**src/rtl/rf_pkg.sv**
```systemverilog
// rtl/rf_pkg.sv - shared defaults and read-port slice helper for the register file
package rf_pkg;

  localparam int DATA_W_DEF = 32;
  localparam int ADDR_W_DEF = 5;

  // Bit offset of a port's field inside a flat, port-packed bus.
  function automatic int unsigned port_lsb(input int unsigned port, input int unsigned width);
    return port * width;
  endfunction

endpackage

```
**src/rtl/rf_scoreboard.sv**
```systemverilog
// rtl/rf_scoreboard.sv - per-register busy bits with release/reserve/flush and live busy count
module rf_scoreboard
  import rf_pkg::*;
#(
  parameter int ADDR_W   = ADDR_W_DEF,
  parameter int ZERO_REG = 1
) (
  input  logic                   clk,
  input  logic                   reset,
  input  logic                   rel0,
  input  logic [ADDR_W-1:0]      rel0_addr,
  input  logic                   rel1,
  input  logic [ADDR_W-1:0]      rel1_addr,
  input  logic                   rsv_en,
  input  logic [ADDR_W-1:0]      rsv_addr,
  input  logic                   flush,
  output logic [(1<<ADDR_W)-1:0] busy,
  output logic [ADDR_W:0]        busy_cnt
);

  localparam int DEPTH = 1 << ADDR_W;
  localparam logic [ADDR_W:0] ONE = 1;

  logic [DEPTH-1:0] busy_q, busy_d;
  logic [ADDR_W:0]  cnt_q, cnt_d, n_set, n_clr;

  always_comb begin
    busy_d = busy_q;
    if (flush) begin
      busy_d = '0;
    end else begin
      if (rel0) busy_d[rel0_addr] = 1'b0;
      if (rel1) busy_d[rel1_addr] = 1'b0;
      // Reserve is applied last: a new producer outranks the retiring one.
      if (rsv_en) busy_d[rsv_addr] = 1'b1;
    end
    if (ZERO_REG != 0) busy_d[0] = 1'b0;

    n_set = '0;
    n_clr = '0;
    for (int i = 0; i < DEPTH; i++) begin
      if (!busy_q[i] && busy_d[i]) n_set = n_set + ONE;
      if (busy_q[i] && !busy_d[i]) n_clr = n_clr + ONE;
    end
    cnt_d = flush ? '0 : (cnt_q + n_set - n_clr);
  end

  always_ff @(posedge clk or posedge reset) begin
    if (reset) begin
      busy_q <= '0;
      cnt_q  <= '0;
    end else begin
      busy_q <= busy_d;
      cnt_q  <= cnt_d;
    end
  end

  assign busy     = busy_q;
  assign busy_cnt = cnt_q;

endmodule

```
**src/rtl/reg_file_mp.sv**
```systemverilog
// rtl/reg_file_mp.sv - multi-port register file with write-first bypass and busy scoreboard
module reg_file_mp
  import rf_pkg::*;
#(
  parameter int DATA_W   = DATA_W_DEF,
  parameter int ADDR_W   = ADDR_W_DEF,
  parameter int NUM_RD   = 3,
  parameter int ZERO_REG = 1
) (
  input  logic                     clk,
  input  logic                     reset,
  input  logic [NUM_RD*ADDR_W-1:0] rd_addr,
  output logic [NUM_RD*DATA_W-1:0] rd_data,
  output logic [NUM_RD-1:0]        rd_busy,
  input  logic                     wr0_en,
  input  logic [ADDR_W-1:0]        wr0_addr,
  input  logic [DATA_W-1:0]        wr0_data,
  input  logic                     wr0_rel,
  input  logic                     wr1_en,
  input  logic [ADDR_W-1:0]        wr1_addr,
  input  logic [DATA_W-1:0]        wr1_data,
  input  logic                     wr1_rel,
  input  logic                     rsv_en,
  input  logic [ADDR_W-1:0]        rsv_addr,
  input  logic                     flush,
  output logic [ADDR_W:0]          busy_cnt
);

  localparam int DEPTH = 1 << ADDR_W;

  logic [DATA_W-1:0] mem [DEPTH];
  logic [DEPTH-1:0]  busy;
  logic              wr0_ok, wr1_ok, rel0, rel1;

  assign wr0_ok = wr0_en && !(ZERO_REG != 0 && wr0_addr == '0);
  assign wr1_ok = wr1_en && !(ZERO_REG != 0 && wr1_addr == '0);
  assign rel0   = wr0_en && wr0_rel;
  assign rel1   = wr1_en && wr1_rel;

  // wr1 is the younger instruction, so its write lands after wr0's.
  always_ff @(posedge clk or posedge reset) begin
    if (reset) begin
      for (int i = 0; i < DEPTH; i++) mem[i] <= '0;
    end else begin
      if (wr0_ok) mem[wr0_addr] <= wr0_data;
      if (wr1_ok) mem[wr1_addr] <= wr1_data;
    end
  end

  rf_scoreboard #(
    .ADDR_W   (ADDR_W),
    .ZERO_REG (ZERO_REG)
  ) u_sb (
    .clk       (clk),
    .reset     (reset),
    .rel0      (rel0),
    .rel0_addr (wr0_addr),
    .rel1      (rel1),
    .rel1_addr (wr1_addr),
    .rsv_en    (rsv_en),
    .rsv_addr  (rsv_addr),
    .flush     (flush),
    .busy      (busy),
    .busy_cnt  (busy_cnt)
  );

  always_comb begin
    logic [ADDR_W-1:0] a;
    logic              rel_hit;
    rd_data = '0;
    rd_busy = '0;
    for (int k = 0; k < NUM_RD; k++) begin
      a       = rd_addr[port_lsb(k, ADDR_W) +: ADDR_W];
      rel_hit = (rel0 && wr0_addr == a) || (rel1 && wr1_addr == a);
      if (reset || (ZERO_REG != 0 && a == '0)) begin
        rd_data[port_lsb(k, DATA_W) +: DATA_W] = '0;
        rd_busy[k] = 1'b0;
      end else begin
        if (wr1_en && wr1_addr == a)
          rd_data[port_lsb(k, DATA_W) +: DATA_W] = wr1_data;
        else if (wr0_en && wr0_addr == a)
          rd_data[port_lsb(k, DATA_W) +: DATA_W] = wr0_data;
        else
          rd_data[port_lsb(k, DATA_W) +: DATA_W] = mem[a];
        // Hide a busy bit being released this cycle so it agrees with the bypassed data.
        rd_busy[k] = busy[a] && !rel_hit;
      end
    end
  end

endmodule

```
**config.mk**
```make
export PLATFORM = sky130hd
export DESIGN_NAME = reg_file_mp
export DESIGN_NICKNAME = d
export VERILOG_FILES = /design/src/rtl/rf_pkg.sv /design/src/rtl/rf_scoreboard.sv /design/src/rtl/reg_file_mp.sv
export SDC_FILE = /design/constraint.sdc
export NUM_CORES = 2
export LEC_CHECK = 0
export BUFFER_PORTS_ARGS = -buffer_cell sky130_fd_sc_hd__buf_2
export CAP_MARGIN = 10
export CORE_ASPECT_RATIO = 2
export CORE_MARGIN = 2
export CORE_UTILIZATION = 38
export DETAILED_ROUTE_END_ITERATION = 10
export MAX_ROUTING_LAYER = met4
export SYNTH_ARGS = -nofsm -noshare
export SYNTH_HDL_FRONTEND = slang
export SYNTH_SLANG_ARGS = --single-unit
```
**constraint.sdc**
```tcl
create_clock -name clk -period 53.1 [get_ports clk]
set_input_delay 5.31 -clock clk [delete_from_list [all_inputs] [get_ports clk]]
set_output_delay 5.31 -clock clk [all_outputs]
set_load 0.01 [all_outputs]
```
==> flow_metrics.py <==
metrics = {
    "outcome": {
        "outcome": "finished, final reports clean",
    },
    "place": {
        "routabilityCongestion": 0.973,
        "dpl.hpwl_um": 237000,
        "pre_cts_slack_ps": 26030,
        "port-buffer-count": 206,
    },
    "timing": {
        "fin_crit_sh_pct": 50.1,
        "fin_ws_ps": 26490,
        "max_freq_mhz": 37.6,
        "setup-tns-final_ps": 0,
        "slew-limit-headroom_pct": 11.1,
        "maxSlewViolCount": 0,
        "fin_crit_ps": 26610,
        "setup_violations": 0,
        "tightest_slew_ps": 1330,
        "hold_viol_final": 0,
        "finClkSkew_ps": 6.48,
        "rsz0062_at_grt": "no",
    },
    "global_routing": {
        "grt_pass1_wl_um": 567000,
        "overflow": 0,
        "grt_pass1_vias": 77865,
        "antenna_found_initial": 49,
        "track_usage_pct": 35.8,
        "grt_max_degree": 166,
    },
    "worst_setup_path": {
        "cp_data_required_time_ps": 53770,
        "crit_path_end_kind": "flip-flop",
        "cpPeakStageDelay_ps": 720,
        "cp.arrival_ps": 27280,
        "cp_slowest_cell": "a311oi_1",
        "rr_worst_depth": 103,
        "critPathMostFrequentCell": "xnor2_1",
        "critPathKind": "in -> reg",
        "worstPathMaxFanout": 11,
        "worstSetupStartpointType": "input port",
    },
    "logic_synthesis": {
        "ys_seq_area_share_pct": 31.3,
        "synthArstFlopShare_pct": 100,
        "synthesis.instances": 9313,
        "yosys_most_used_dff": "dfrtp_1",
        "synth_area_per_cell_um2": 9.11,
        "netlist_area_um2": 84800,
        "ys_seq_elements": 1061,
        "yosysWarningCount": 0,
        "synth_edf_count": 0,
        "netlist-cell-type-count": 108,
    },
    "detailed_routing": {
        "wl_um": 404000,
        "firstDrtPassIters": 6,
        "route.vias.total": 79306,
        "drcViolationCount": 0,
        "avgViaCountPerCell": 6.69,
        "wl_per_cell_um": 34.1,
        "ant_nets": 0,
        "drtIter0Drc": 10126,
    },
    "clocking": {
        "clock-root-buffer": "clkbuf_16",
        "cts_hold_buffers": 0,
        "ctsResizeCount": 0,
        "cts.sinks": 1061,
        "post_cts_buffers": 0,
        "insertion_delay_ps": 760,
        "numCtsBuffers": 106,
        "cts_tree": "yes",
        "htree_levels": 3,
        "ctsLongestPathBuffers": 3,
        "path_clk_slew_ps": 70,
    },
    "flow_run": {
        "max_cap_violations": 0,
    },
    "cells_and_area": {
        "final_cell_mix": "mux2i_1 (1567), a21oi_1 (1396), nor2_1 (1138)",
        "nFillCells": 21707,
        "fin_util_pct": 41.2,
        "fin_nets": 8926,
        "layout_commonest_cell": "mux2i_1",
        "ff_latch_area_um2": 26600,
        "multi_input_area_um2": 54600,
        "layout-drive-gt1-share_pct": 15.0,
        "synthToLayoutAreaGrowth_pct": 7.88,
    },
    "pwr": {
        "p_leak_nw": 37.5,
        "power_density_nw_per_um2": 33.3,
        "p_int_mw": 1.94,
        "comb_power_share_pct": 32.4,
        "pwr-share-seq_pct": 40.4,
        "power_switching_mw": 1.10,
        "fin_total_pwr_mw": 3.05,
        "switching_share_pct": 36.2,
        "pwr-share-clk_pct": 27.3,
        "vdd_drop_max_mv": 0.0268,
    },
    "hold_path": {
        "holdPathStages": 0,
        "min_path_type": "reg -> reg",
    },
    "die": {
        "fp.dieW_um": 338,
        "core_area_um2": 222000,
        "start_util_pct": 38.2,
        "die_area_um2": 227000,
        "die_h_um": 672,
        "ioPinCount": 207,
        "row_count": 245,
    },
}
## worst max-delay path: cells and delay by family
kind	cells	cell delay, ps
muxes	5	820
buffers and inverters	5	480
xor gates and xnor gates	21	3930
and+or+nand+nor	30	4840
AOI/OAI and AO/OA	30	7100
adders and majority gates	16	4800
## cell type report
cell class / count / share of cell area, %
Antenna cell: 46 / 0.126
Tap cell: 2964 / 4.05
Timing Repair Buffer: 384 / 2.83
Sequential cell: 1061 / 29.0
Clock buffer: 156 / 3.48
Inverter: 70 / 0.298
Multi-Input combinational cell: 7130 / 59.7
Clock inverter: 37 / 0.505
## synth_stat cells (196+ instances only)
master / instances / area [µm²]
o21ai_0: 521 / 2610
clkbuf_1: 807 / 3030
mux4_2: 411 / 9260
nor2_1: 1167 / 4380
mux2_2: 204 / 2300
buf_1: 226 / 848
o221ai_1: 196 / 1720
dfrtp_1: 1061 / 26600
nand2_1: 480 / 1800
o22ai_1: 206 / 1290
mux2i_1: 1567 / 15700
a21oi_1: 1396 / 6990
## per-layer routing
| metal | GRT usage, % | up-vias | routed length (µm) |
|---|---|---|---|
| li1 | - | 33159 | - |
| met1 | 39.4 | 38704 | 136000 |
| met2 | 53.9 | 5483 | 182000 |
| met3 | 9.69 | 1960 | 46800 |
| met4 | 29.1 | 0 | 39700 |
| met5 | - | - | 0 |
## worst paths after layout
path                         startpoint               end  slack [ps]
setup / recovery            rsv_addr[0]  u_sb.busy_cnt[5]       26490
hold / removal                mem[1019]         mem[1019]         430
setup reg to reg           u_sb.busy[2]  u_sb.busy_cnt[5]       31710
hold reg to reg               mem[1019]         mem[1019]         430
max in group asynchronous         reset          mem[940]       45250
min in group asynchronous         reset          mem[159]        4590
## kinds of logic (layout without fill, tap and decap cells)
kind of cell,after synthesis,count (layout),share of synthesized area (%)
other,1,48,0.00442
AO/OA/AOI/OAI,2610,2610,17.6
adder cells (fa/ha/maj),72,72,1.10
XOR/XNOR,219,219,2.60
flip-flops,1061,1061,31.3
multiplexers,2183,2183,32.1
buffers and inverters,1123,647,5.03
AND/OR/NAND/NOR,2044,2044,10.2
## through the flow
| step | cells | instance area [µm²] | hold slack (ps) |
|---|---|---|---|
| global placement | 11608 | 87700 | 402 |
| CTS | 11801 | 91400 | 426 |
| finish | 11848 | 91500 | 425 |
| global route | 11838 | 91500 | 442 |
| detailed placement | 11608 | 87700 | 411 |
| floorplan | 9314 | 84800 | 469 |
## power by group through the flow
stage / registers, mW / clock network [mW] / logic (mW)
after detailed placement: 1.24 / 0 / 0.966
after CTS: 1.22 / 0.836 / 0.966
after floorplan: 1.17 / 0 / 0.732
after global routing: 1.26 / 0.862 / 1.06
final: 1.23 / 0.830 / 0.986
after global placement: 1.22 / 0 / 0.942
## sequential cells by signal (all words and copies together) (netlist names)
name           cells
u_sb.busy         31
u_sb.busy_cnt      6
mem             1024
Power figures use the tool's default switching activity.
